File: src/rtl/display_pkg.sv
// Shared types, segment codes and BCD helper for the seven-segment display path.
package display_pkg;

  // Conversion FSM states
  typedef enum logic [1:0] {
    IDLE  = 2'd0,
    SHIFT = 2'd1,
    DONE  = 2'd2
  } disp_state_t;

  // Active-low segment patterns, bit order gfedcba
  localparam logic [6:0] SEG_BLANK = 7'h7F;

  localparam logic [6:0] SEG_DIGIT [0:9] = '{
    7'h40, 7'h79, 7'h24, 7'h30, 7'h19,
    7'h12, 7'h02, 7'h78, 7'h00, 7'h10
  };

  // Double-dabble correction: nibbles of 5 or more get 3 added before the shift
  function automatic logic [3:0] bcd_add3(input logic [3:0] nibble);
    return (nibble >= 4'd5) ? (nibble + 4'd3) : nibble;
  endfunction

endpackage

File: src/rtl/seg7_decoder.sv
// Combinational BCD nibble to active-low seven-segment lookup with blanking.
module seg7_decoder
  import display_pkg::*;
(
  input  logic [3:0] digit_i,
  input  logic       blank_i,
  output logic [6:0] seg_n_o
);

  // Lookup; blanked digits and non-decimal nibbles drive all segments off
  always_comb begin
    seg_n_o = SEG_BLANK;
    if (!blank_i) begin
      for (int unsigned i = 0; i < 10; i++) begin
        if (digit_i == 4'(i)) seg_n_o = SEG_DIGIT[i];
      end
    end
  end

endmodule

File: src/rtl/gpio_seg7_display.sv
// Converts the CPU GPIO output value to decimal with a bit-serial double-dabble
// engine and drives eight active-low seven-segment digits with leading-zero
// blanking. The display always converges to the most recent input value.
module gpio_seg7_display
  import display_pkg::*;
#(
  parameter int WIDTH  = 32,
  parameter int DIGITS = 8
) (
  input  logic                  clk,
  input  logic                  rst_n,
  input  logic [WIDTH-1:0]      value_in,
  output logic [7*DIGITS-1:0]   seg_n,
  output logic                  overflow,
  output logic                  busy,
  output logic                  done
);

  localparam int BCD_DIGITS = (WIDTH * 3) / 10 + 1;
  localparam int BCD_W      = 4 * BCD_DIGITS;
  localparam int CNT_W      = $clog2(WIDTH);
  localparam logic [CNT_W-1:0] CNT_LAST = CNT_W'(WIDTH - 1);

  // Reset display: digit 0 shows '0', every other digit blank
  function automatic logic [7*DIGITS-1:0] seg_reset_value();
    logic [7*DIGITS-1:0] v;
    for (int unsigned k = 0; k < DIGITS; k++) begin
      v[7*k +: 7] = (k == 0) ? SEG_DIGIT[0] : SEG_BLANK;
    end
    return v;
  endfunction

  localparam logic [7*DIGITS-1:0] SEG_RESET = seg_reset_value();

  disp_state_t          state_q;
  logic [WIDTH-1:0]     last_value_q;
  logic [WIDTH-1:0]     bin_sr_q, bin_sr_d;
  logic [BCD_W-1:0]     bcd_sr_q, bcd_sr_d;
  logic [BCD_W-1:0]     bcd_adj;
  logic [CNT_W-1:0]     bit_cnt_q;
  logic [7*DIGITS-1:0]  seg_q;
  logic [7*DIGITS-1:0]  seg_dec;
  logic                 overflow_q, overflow_d;
  logic                 busy_q;
  logic                 done_q;
  logic [DIGITS-1:0]    blank;

  // One double-dabble step: correct every nibble, then shift BCD:binary left
  always_comb begin
    bcd_adj = '0;
    for (int unsigned i = 0; i < BCD_DIGITS; i++) begin
      bcd_adj[4*i +: 4] = bcd_add3(bcd_sr_q[4*i +: 4]);
    end
    {bcd_sr_d, bin_sr_d} = {bcd_adj, bin_sr_q} << 1;
  end

  // Leading-zero blanking: scan from the top digit down, blank until a nonzero digit
  always_comb begin
    logic nz;
    nz    = 1'b0;
    blank = '0;
    for (int unsigned i = 0; i < DIGITS; i++) begin
      nz = nz | (bcd_sr_q[4*(DIGITS-1-i) +: 4] != 4'd0);
      blank[DIGITS-1-i] = ((DIGITS - 1 - i) != 0) && !nz;
    end
  end

  // Overflow: any BCD digit beyond the physical display is nonzero
  always_comb begin
    overflow_d = 1'b0;
    for (int unsigned i = DIGITS; i < BCD_DIGITS; i++) begin
      overflow_d = overflow_d | (bcd_sr_q[4*i +: 4] != 4'd0);
    end
  end

  genvar g;
  generate
    for (g = 0; g < DIGITS; g++) begin : g_dec
      seg7_decoder u_dec (
        .digit_i (bcd_sr_q[4*g +: 4]),
        .blank_i (blank[g]),
        .seg_n_o (seg_dec[7*g +: 7])
      );
    end
  endgenerate

  // Conversion FSM with registered display, overflow, busy and done outputs
  always_ff @(posedge clk or negedge rst_n) begin
    if (!rst_n) begin
      state_q      <= IDLE;
      last_value_q <= '0;
      bin_sr_q     <= '0;
      bcd_sr_q     <= '0;
      bit_cnt_q    <= '0;
      seg_q        <= SEG_RESET;
      overflow_q   <= 1'b0;
      busy_q       <= 1'b0;
      done_q       <= 1'b0;
    end else begin
      case (state_q)
        IDLE: begin
          done_q <= 1'b0;
          if (value_in != last_value_q) begin
            last_value_q <= value_in;
            bin_sr_q     <= value_in;
            bcd_sr_q     <= '0;
            bit_cnt_q    <= '0;
            busy_q       <= 1'b1;
            state_q      <= SHIFT;
          end
        end
        SHIFT: begin
          bcd_sr_q  <= bcd_sr_d;
          bin_sr_q  <= bin_sr_d;
          bit_cnt_q <= bit_cnt_q + CNT_W'(1);
          if (bit_cnt_q == CNT_LAST) state_q <= DONE;
        end
        DONE: begin
          seg_q      <= seg_dec;
          overflow_q <= overflow_d;
          done_q     <= 1'b1;
          busy_q     <= 1'b0;
          state_q    <= IDLE;
        end
        default: begin
          state_q <= IDLE;
          busy_q  <= 1'b0;
        end
      endcase
    end
  end

  assign seg_n    = seg_q;
  assign overflow = overflow_q;
  assign busy     = busy_q;
  assign done     = done_q;

endmodule

File: config.mk
export PLATFORM = sky130hd
export DESIGN_NAME = gpio_seg7_display
export DESIGN_NICKNAME = d
export VERILOG_FILES = /design/src/rtl/display_pkg.sv /design/src/rtl/seg7_decoder.sv /design/src/rtl/gpio_seg7_display.sv
export SDC_FILE = /design/constraint.sdc
export NUM_CORES = 1
export LEC_CHECK = 0
export CAP_MARGIN = 30
export CORE_UTILIZATION = 40
export DETAILED_ROUTE_END_ITERATION = 8
export GPL_ROUTABILITY_DRIVEN = 0
export PLACE_DENSITY = 0.7
export SETUP_SLACK_MARGIN = 0.3
export SYNTH_ARGS = -nofsm -noshare
export SYNTH_HDL_FRONTEND = slang
export SYNTH_SLANG_ARGS = --single-unit
File: constraint.sdc
create_clock -name clk -period 2.5 [get_ports clk]
set_input_delay 0.375 -clock clk [delete_from_list [all_inputs] [get_ports clk]]
set_output_delay 0.375 -clock clk [all_outputs]
set_load 0.005 [all_outputs]
==> impl_metrics.tcl <==
set metrics [dict create \
    p_leak_nw 5.12 \
    setup_violations 0 \
    finalNonFillerCells 1472 \
    synth-async-reset-ratio_pct 100 \
    fp-row-count 56 \
    hpwl_um 15700 \
    ys_seq_area_share_pct 44.2 \
    cp-start-kind "input pin" \
    hp-start "value_in[29]" \
    crit_path_max_incr_delay_ns 0.43 \
    r2r_cells 9 \
    cts_tree "done" \
    fin_skew_ns 0.0158 \
    max-cap-violations 0 \
    grt_pass1_vias 7533 \
    path_max_fanout 15 \
    min_period_ns 2.18 \
    syn_nets 1108 \
    post-route-drc-count 0 \
    area_growth_pct 24.2 \
    final_util_pct 51.2 \
    regArea_um2 4320 \
    synth_top_cells_by_area "dfrtp_1, dfstp_2, ha_1" \
    whs_path_depth 3 \
    critPathRequiredTime_ns 2.87 \
    post-synth-top-count-cell "dfrtp_1" \
    grt_pass1_wl_um 37800 \
    grt_max_degree 65 \
    coreArea_um2 23700 \
    slew_viol_final 0 \
    synth.avg_cell_area_um2 9.49 \
    vias 8012 \
    clk_latency_ns 0.44 \
    synthesis.instances 1029 \
    dieArea_um2 25000 \
    vdd_drop_max_mv 0.413 \
    status "complete, no violations" \
    pwr_density_cell_nw_per_um2 906 \
    drt_pass1_iterations 6 \
    reg2reg_from "last_value_q[24]$_DFFE_PN0P_" \
    numCtsBuffers 17 \
    regToRegEndpoint "bin_sr_q[2]$_DFFE_PN0P_" \
    hold_end "bin_sr_q[29]$_DFFE_PN0P_" \
    clockBufferDepth 2 \
    highest_layer "met4" \
    viasPerCell 5.44 \
    ys.flop_type "dfrtp_1" \
    drive_above_1_share_pct 19.3 \
    die_h_um 158 \
    overflow 0 \
    fmax_mhz 458 \
    dp_cells 1434 \
    yosys_warnings 0 \
    finalPower_w 0.0110 \
    htreeDepth 4 \
    fin_setup_tns_ns 0 \
    cp_data_arrival_time_ns 2.55 \
    multi_input_area_um2 5090 \
    path_clk_slew_ns 0.07 \
    path_cells "clkdlybuf4s50_1, xor2_1, nor4_1, nand4_1, buf_4, buf_4, o31ai_4, buf_6, buf_12, a221o_1" \
    num_io_pins 93 \
    crit_type "in2reg" \
    drt_iter0_markers 394 \
    synth_cell_types 62 \
    drt-met1-wl_um 10800 \
    netlist.area_leader.share_pct 30.7 \
    synth-edff-count 0 \
    antenna_found_initial 0 \
    crit_slowest_cell "clkdlybuf4s50_1" \
    cts_sinks 170 \
    portBuffers 92 \
    syn_area_um2 9770 \
    ant_nets 0 \
    cpMostUsedCell "buf_4" \
    max-slew-margin-rel_pct 56.3 \
    period_share_pct 87.4 \
    timing.final.hold_violations 0 \
    fillCellCount 2219 \
    drt-total-wl_um 23000 \
    routedWlPerCell_um 15.6 \
    rsz0062_at_grt "yes" \
    dr_wl_met2_um 11000 \
    max_slew.worst_pin.slew_ns 0.656 \
    reg2reg_slack_ns 0.32 \
    die_w_um 158 \
    hold_class "in2reg" \
    yosys.area.top_type "dfrtp_1" \
    initial_core_util_pct 41.2 \
    met3_wirelength_um 885 \
    end_kind "flop" \
    synth_commonest_cells "dfrtp_1, nor2_1, nand2_1, a21oi_1, o21ai_0" \
    ys_seq_elements 170 \
    antenna_cells 0 \
    grt_util_all_layers_pct 19.0 \
    final_nets 1219 \
    root_buffer "clkbuf_16" \
]
[logic make-up after synthesis]
family / synth area share (%)
AO/OA/AOI/OAI: 21.5
XOR/XNOR: 4.84
adder cells (fa/ha/maj): 5.76
buffers and inverters: 4.84
flip-flops: 44.2
multiplexers: 4.73
AND/OR/NAND/NOR: 14.1
[through the flow]
step	instance area, µm²	setup WS, ns	hold slack, ns
floorplan	9770	0.386	0.0794
global placement	11400	-0.143	0.429
detailed placement	11400	-0.163	0.432
CTS	12000	0.311	0.459
global route	12100	0.216	0.356
finish	12100	0.316	0.329
[worst max path at each step]
stage                                 start                      endpoint  slack (ns)
2_1_floorplan      bcd_sr_q[28]$_DFFE_PN0P_         seg_n[25]$_DFFE_PN1P_        0.39
3_3_place_gp                   value_in[29]  last_value_q[27]$_DFFE_PN0P_       -0.14
3_5_place_dp                   value_in[24]       bin_sr_q[2]$_DFFE_PN0P_       -0.16
4_1_cts            bcd_sr_q[25]$_DFFE_PN0P_         seg_n[10]$_DFFE_PN1P_        0.31
5_1_grt        last_value_q[19]$_DFFE_PN0P_  last_value_q[25]$_DFFE_PN0P_        0.22
6_report                       value_in[24]       bin_sr_q[2]$_DFFE_PN0P_        0.32
[state kept, by name, indices dropped and copies added (netlist names)]
| signal | cells |
|---|---|
| bit_cnt_q | 5 |
| done | 1 |
| last_value_q | 32 |
| busy | 1 |
| seg_n | 56 |
| bcd_sr_q | 40 |
| bin_sr_q | 32 |
| overflow | 1 |
| state_q | 2 |
[cells in the final DEF, fill, tap and decap left out, types with 13 or more instances in the layout]
cell type        netlist  final
a221o_1               33     33
xnor2_1               13     13
o21ai_0               67     65
clkdlybuf4s50_1        0     89
inv_1                 38     37
buf_4                  6     62
dfstp_2               50     50
nand2_1               86     85
nor2_1                87     86
and2_1                32     32
clkbuf_16              0     19
ha_1                  45     42
dfrtp_1              120    120
xor2_1                41     41
nand2b_1              22     22
a21oi_1               79     78
mux2_2                33     33
o22ai_1               36     34
a31oi_1               17     17
[critical path, delay by kind of cell]
| family | cells | cell delay, ns |
|---|---|---|
| AND/OR/NAND/NOR | 2 | 0.55 |
| XOR/XNOR | 1 | 0.18 |
| AO/OA/AOI/OAI | 2 | 0.39 |
| buffers and inverters | 5 | 1.05 |
[routing by layer]
metal	global-route usage, %	vias up
met2	31.0	160
met5	0	-
met1	25.7	3930
met4	5.59	0
met3	3.29	24
li1	-	3898
[power by group]
group          leakage (nW)  total [W]  internal [W]  switching (W)
clock network         0.259    0.00249       0.00129        0.00119
logic                  2.78    0.00437       0.00218        0.00218
registers              2.08    0.00415       0.00349       0.000652
total                  5.12     0.0110       0.00697        0.00403
[timing repair]
action / in CTS / in global routing
cloned: 0 / 2
setup buffers: 0 / 3
endpoints found under the setup margin: 23 / 101
hold buffers: 1 / 0
pin swaps: 0 / 5
resized for setup: 5 / 21
endpoints found under the hold margin: 56 / 0
[cell type report]
| cell class | instances | share of cell area (%) |
|---|---|---|
| clock buffers | 18 | 3.54 |
| clock inverters | 14 | 0.918 |
| inverters | 38 | 1.18 |
| multi-input cells | 745 | 41.9 |
| flip-flops and latches | 170 | 35.6 |
| well taps | 319 | 3.29 |
| repair buffers | 168 | 13.6 |
Power figures use the tool's default switching activity.
